===== src/rtl/apb_pkg.sv =====
// Shared widths and FSM state type for the APB initiator bridge.
// Data is 8 bits and the slave id is 2 bits across the whole APB segment.
package apb_pkg;

  localparam int APB_DATA_W = 8;
  localparam int APB_SEL_W  = 2;

  typedef enum logic [1:0] {
    IDLE   = 2'd0,
    SETUP  = 2'd1,
    ACCESS = 2'd2,
    ERR    = 2'd3
  } apb_state_t;

endpackage


===== src/rtl/apb_wait_timer.sv =====
// Counts ACCESS cycles spent waiting for pready and flags the last allowed one.
// Saturates at TIMEOUT_CYC, and clear has priority over enable.
module apb_wait_timer #(
  parameter int TIMEOUT_CYC = 16
) (
  input  logic clk,
  input  logic rst_n,
  input  logic clear,
  input  logic enable,
  output logic expired
);

  localparam int CNT_W = $clog2(TIMEOUT_CYC + 1);
  localparam logic [CNT_W-1:0] CNT_LAST = CNT_W'(TIMEOUT_CYC - 1);
  localparam logic [CNT_W-1:0] CNT_MAX  = CNT_W'(TIMEOUT_CYC);

  logic [CNT_W-1:0] cnt_q;
  logic [CNT_W-1:0] cnt_d;

  always_comb begin
    cnt_d = cnt_q;
    if (clear) begin
      cnt_d = '0;
    end else if (enable && (cnt_q != CNT_MAX)) begin
      cnt_d = cnt_q + 1'b1;
    end
  end

  // Expires on the cycle whose increment would make the count reach TIMEOUT_CYC.
  assign expired = enable && (cnt_q == CNT_LAST);

  always_ff @(posedge clk or negedge rst_n) begin
    if (!rst_n) begin
      cnt_q <= '0;
    end else begin
      cnt_q <= cnt_d;
    end
  end

endmodule


===== src/rtl/apb_master_bridge.sv =====
// APB3 initiator: valid/ready request in, registered SETUP/ACCESS out, one-cycle response strobe.
// Accept-to-response is 3 cycles plus wait states; req_ready is high in IDLE and in a completing ACCESS.
module apb_master_bridge
  import apb_pkg::*;
#(
  parameter int ADDR_W      = 8,
  parameter int NUM_SLAVES  = 4,
  parameter int TIMEOUT_CYC = 16
) (
  input  logic                  clk,
  input  logic                  rst_n,
  input  logic                  req_valid,
  output logic                  req_ready,
  input  logic                  req_write,
  input  logic [APB_SEL_W-1:0]  req_sel,
  input  logic [ADDR_W-1:0]     req_addr,
  input  logic [APB_DATA_W-1:0] req_wdata,
  output logic                  rsp_valid,
  output logic [APB_DATA_W-1:0] rsp_rdata,
  output logic                  rsp_err,
  output logic [NUM_SLAVES-1:0] psel,
  output logic                  penable,
  output logic                  pwrite,
  output logic [ADDR_W-1:0]     paddr,
  output logic [APB_DATA_W-1:0] pwdata,
  input  logic [APB_DATA_W-1:0] prdata,
  input  logic                  pready
);

  apb_state_t state_q, state_d;
  logic [NUM_SLAVES-1:0] psel_q, psel_d;
  logic                  penable_q, penable_d;
  logic                  pwrite_q, pwrite_d;
  logic [ADDR_W-1:0]     paddr_q, paddr_d;
  logic [APB_DATA_W-1:0] pwdata_q, pwdata_d;
  logic                  rsp_valid_q, rsp_valid_d;
  logic [APB_DATA_W-1:0] rsp_rdata_q, rsp_rdata_d;
  logic                  rsp_err_q, rsp_err_d;
  logic                  err_pend_q, err_pend_d;

  logic                  take_req;
  logic                  sel_ok;
  logic [NUM_SLAVES-1:0] sel_onehot;
  logic                  tmr_clear;
  logic                  tmr_enable;
  logic                  tmr_expired;

  assign req_ready = (state_q == IDLE) || ((state_q == ACCESS) && pready);
  assign sel_ok    = (int'(req_sel) < NUM_SLAVES);

  always_comb begin
    sel_onehot = '0;
    for (int i = 0; i < NUM_SLAVES; i++) begin
      sel_onehot[i] = (int'(req_sel) == i);
    end
  end

  assign tmr_enable = (state_q == ACCESS) && !pready;
  assign tmr_clear  = (state_q != ACCESS) || pready || tmr_expired;

  apb_wait_timer #(
    .TIMEOUT_CYC(TIMEOUT_CYC)
  ) u_wait_timer (
    .clk    (clk),
    .rst_n  (rst_n),
    .clear  (tmr_clear),
    .enable (tmr_enable),
    .expired(tmr_expired)
  );

  always_comb begin
    state_d     = state_q;
    psel_d      = psel_q;
    penable_d   = penable_q;
    pwrite_d    = pwrite_q;
    paddr_d     = paddr_q;
    pwdata_d    = pwdata_q;
    rsp_valid_d = 1'b0;
    rsp_rdata_d = '0;
    rsp_err_d   = 1'b0;
    err_pend_d  = 1'b0;
    take_req    = 1'b0;

    case (state_q)
      IDLE: begin
        take_req = req_valid;
      end
      SETUP: begin
        penable_d = 1'b1;
        state_d   = ACCESS;
      end
      ACCESS: begin
        if (pready) begin
          rsp_valid_d = 1'b1;
          rsp_rdata_d = pwrite_q ? '0 : prdata;
          psel_d      = '0;
          penable_d   = 1'b0;
          state_d     = IDLE;
          take_req    = req_valid;
        end else if (tmr_expired) begin
          rsp_valid_d = 1'b1;
          rsp_err_d   = 1'b1;
          psel_d      = '0;
          penable_d   = 1'b0;
          state_d     = IDLE;
        end
      end
      ERR: begin
        // A deferred error strobe goes out one cycle late so it never collides with a completion.
        rsp_valid_d = err_pend_q;
        rsp_err_d   = err_pend_q;
        state_d     = IDLE;
      end
      default: begin
        state_d = IDLE;
      end
    endcase

    if (take_req) begin
      pwrite_d  = req_write;
      paddr_d   = req_addr;
      pwdata_d  = req_wdata;
      penable_d = 1'b0;
      if (sel_ok) begin
        psel_d  = sel_onehot;
        state_d = SETUP;
      end else begin
        psel_d  = '0;
        state_d = ERR;
        if (state_q == ACCESS) begin
          err_pend_d = 1'b1;
        end else begin
          rsp_valid_d = 1'b1;
          rsp_err_d   = 1'b1;
        end
      end
    end
  end

  always_ff @(posedge clk or negedge rst_n) begin
    if (!rst_n) begin
      state_q     <= IDLE;
      psel_q      <= '0;
      penable_q   <= 1'b0;
      pwrite_q    <= 1'b0;
      paddr_q     <= '0;
      pwdata_q    <= '0;
      rsp_valid_q <= 1'b0;
      rsp_rdata_q <= '0;
      rsp_err_q   <= 1'b0;
      err_pend_q  <= 1'b0;
    end else begin
      state_q     <= state_d;
      psel_q      <= psel_d;
      penable_q   <= penable_d;
      pwrite_q    <= pwrite_d;
      paddr_q     <= paddr_d;
      pwdata_q    <= pwdata_d;
      rsp_valid_q <= rsp_valid_d;
      rsp_rdata_q <= rsp_rdata_d;
      rsp_err_q   <= rsp_err_d;
      err_pend_q  <= err_pend_d;
    end
  end

  assign psel      = psel_q;
  assign penable   = penable_q;
  assign pwrite    = pwrite_q;
  assign paddr     = paddr_q;
  assign pwdata    = pwdata_q;
  assign rsp_valid = rsp_valid_q;
  assign rsp_rdata = rsp_rdata_q;
  assign rsp_err   = rsp_err_q;

endmodule


===== config.mk =====
export PLATFORM = sky130hd
export DESIGN_NAME = apb_master_bridge
export DESIGN_NICKNAME = d
export VERILOG_FILES = /design/src/rtl/apb_pkg.sv /design/src/rtl/apb_wait_timer.sv /design/src/rtl/apb_master_bridge.sv
export SDC_FILE = /design/constraint.sdc
export NUM_CORES = 1
export LEC_CHECK = 0
export ABC_AREA = 1
export CORE_UTILIZATION = 38
export DETAILED_ROUTE_END_ITERATION = 16
export GPL_TIMING_DRIVEN = 0
export HOLD_SLACK_MARGIN = 0.03
export PLACE_DENSITY_LB_ADDON = 0.08
export REMOVE_ABC_BUFFERS = 1
export SYNTH_ARGS = -nofsm -noshare
export SYNTH_HDL_FRONTEND = slang
export SYNTH_SLANG_ARGS = --single-unit

===== constraint.sdc =====
create_clock -name clk -period 1.4 [get_ports clk]
set_clock_uncertainty 0.1 [all_clocks]
set_input_delay 0.14 -clock clk [delete_from_list [all_inputs] [get_ports clk]]
set_output_delay 0.14 -clock clk [all_outputs]
set_load 0.05 [all_outputs]

==> summary.txt <==
status: finished, violations left
global-route wire length before repair: 5.506 mm
mapped cell area: 1603 um2
R2R Setup Slk: -150 ps
Syn Area/Cell: 8.855 um2
row cnt: 23
Least-Margin Pin Slew: 845.5 ps
most common cell after layout, fill and taps aside: nand2_1
Synth Register Bits: 39
pin count of the biggest net entering global routing: 40
critical path startpoint category: flip-flop
fmax: 645.7 MHz
Worst Hold Class: in2reg
die width: 66.95 um
hold_sp: prdata[0]
Tmin final: 1549 ps
worst-path fanout max: 7
Total GRT Usage: 0.1713
Max-slew headroom: 0.4363
most frequent cells in the layout: nand2_1 (70), dfrtp_1 (39), clkdlybuf4s50_1 (29), inv_1 (19), nor2_1 (19)
number of cells on the worst hold path: 3
power per cell area: 1542 nW/um2
Layout area overhead: 54.25%
# port buffers: 63
Routed WL: 3.503 mm
top cell type's share of synthesized area: 0.6089
layout cell share with drive strength beyond 1: 0.2431
core area: 4029 um2
RSZ-0062 raised after global routing: yes
clock buffer depth: 2
Hold Crit Endpoint: rsp_rdata[0]$_DFF_PN0_
worst path required time: 1520 ps
period utilisation layout: 1.106
Post-route DRC: 0
post-route ant nets: 0
Cells after Synth: 181
crit path kind: reg2reg
Worst-path clk slew: 80 ps
vias: 1345
Worst setup startpoint: u_wait_timer.cnt_q[1]$_DFFE_PN0P_
grt ovf: 0
ANT cells: 0
Tot Pwr: 0.003812 W
DR WL/cell: 11.49 um
RR Startpoint: u_wait_timer.cnt_q[1]$_DFFE_PN0P_
initial antenna violation count: 0
Peak VDD IR: 0.8416 mV
Seq. cell area: 975.9 um2
fin. max-slew vios: 0
CTS tree: done
clock latency on the worst-skew pair: 290 ps
DR pass1 iterations: 4
Worst Path Arrival: 1670 ps
Final setup viols: 12
detailed placement HPWL: 2.151 mm
setup_tns: -1067 ps
CTS Buf Count: 5
CP Capture Type: flip-flop
Die ar.: 4482 um2
root buf cell: clkbuf_8
post-synth cell types: 16
vias in the first global route: 1201
Ports: 64
register area share after synthesis: 0.6089
Reg2Reg Depth: 9
Clock Sinks: 39
die height: 66.95 um
final hold vios: 0
area leader, netlist: dfrtp_1
Yosys warning count: 0
leakage: 1.300 nW
max-cap violation count: 0
nets: 288
Layout fillers: 383
via/cell ratio: 4.410
routability cong.: 0.7552
First DRT Iteration DRCs: 52
H-tree levels: 2
Starting Density: 0.3978
Multi-input gate area: 585.6 um2
RR Endpoint: u_wait_timer.cnt_q[2]$_DFFE_PN0P_
final worst slack: -148.6 ps
synth top area cells: dfrtp_1 (61%), nand2_1 (17%), inv_1 (4.7%), nor2_1 (4.4%), nand3_1 (4.4%)
failing checks: negative setup slack
## layout make-up
cell class,count,share of cell area
repair buffers,68,0.2510
multi-input cells,116,0.2368
clock buffers,6,0.02935
well taps,50,0.02530
flip-flops and latches,39,0.3947
clock inverters,2,0.02429
inverters,24,0.03846
## worst max-delay path by stage
stage	slack, ps	endpoint	cells past startpoint
floorplan	-340	psel[0]$_DFFE_PN0P_	3
global placement	-900	paddr[0]$_DFFE_PN0P_	1
detailed placement	-770	req_ready	4
CTS	-120	u_wait_timer.cnt_q[4]$_DFFE_PN0P_	9
global route	-240	u_wait_timer.cnt_q[3]$_DFFE_PN0P_	9
finish	-150	u_wait_timer.cnt_q[2]$_DFFE_PN0P_	9
## cell usage after synthesis
library cell	n
nand3_1	14
inv_2	3
inv_4	1
nand2_2	1
ha_1	3
xor2_1	1
nor3_1	1
nor2_4	1
inv_1	20
nor2_1	19
dfrtp_1	39
buf_6	1
a21oi_1	2
buf_4	2
nand2_1	72
nand3_4	1
## metrics by stage
step           hold WS (ps)  instance area, um2  setup WS [ps]  cells    util
5_1_grt               253.7                2472         -240.6    305  0.6137
3_3_place_gp          360.8                2270         -898.4    291  0.5634
4_1_cts               251.3                2504         -124.1    304  0.6214
2_1_floorplan        -255.6                1577         -337.0    178       -
6_report              257.6                2472         -148.6    305  0.6137
3_5_place_dp          207.5                2265         -770.0    291  0.5621
## where the power goes
part,total [W],switching (W),internal [W]
Sequential,0.00141,0.000105,0.00130
Combinational,0.00130,0.000930,0.000374
Clock,0.00110,0.000389,0.000712
Total,0.00381,0.00142,0.00239
## layer usage
metal | track usage | share of wire | up-vias
li1 | - | - | 687
met1 | 0.2151 | 0.46 | 615
met2 | 0.2563 | 0.46 | 38
met3 | 0.07705 | 0.071 | 5
met4 | 0.06383 | 0.013 | 0
met5 | 0 | 0 | -
## worst max-delay path: stages, from the launching register on
cell     delay [ps]
dfrtp_1         400
ha_2            190
nand2_1          60
nor2_1           50
ha_2            180
inv_2            70
nand2_4          60
nor2_4          180
nand2_1          90
nor2_1          100
## registers in the layout, summed over array words and instances (netlist names)
name	count
paddr	8
rsp_err	1
state_q	2
u_wait_timer.cnt_q	5
psel	4
penable	1
pwrite	1
rsp_valid	1
pwdata	8
rsp_rdata	8
## logic make-up after synthesis
| kind of cell | count (synthesis) | share of synthesized area |
|---|---|---|
| adder cells (fa/ha/maj) | 3 | 0.02342 |
| AND/OR/NAND/NOR | 109 | 0.2818 |
| flip-flops | 39 | 0.6089 |
| XOR/XNOR | 1 | 0.005465 |
| buffers and inverters | 27 | 0.07416 |
| AO/OA/AOI/OAI | 2 | 0.006245 |
## repair_timing
item	CTS	global route
endpoints found under the setup margin	45	49
endpoints found under the hold margin	39	0
pin swaps	10	3
gates cloned	0	1
gates resized for setup	90	24
buffers inserted	4	0
hold buffers	1	0
Power figures use the tool's default switching activity.
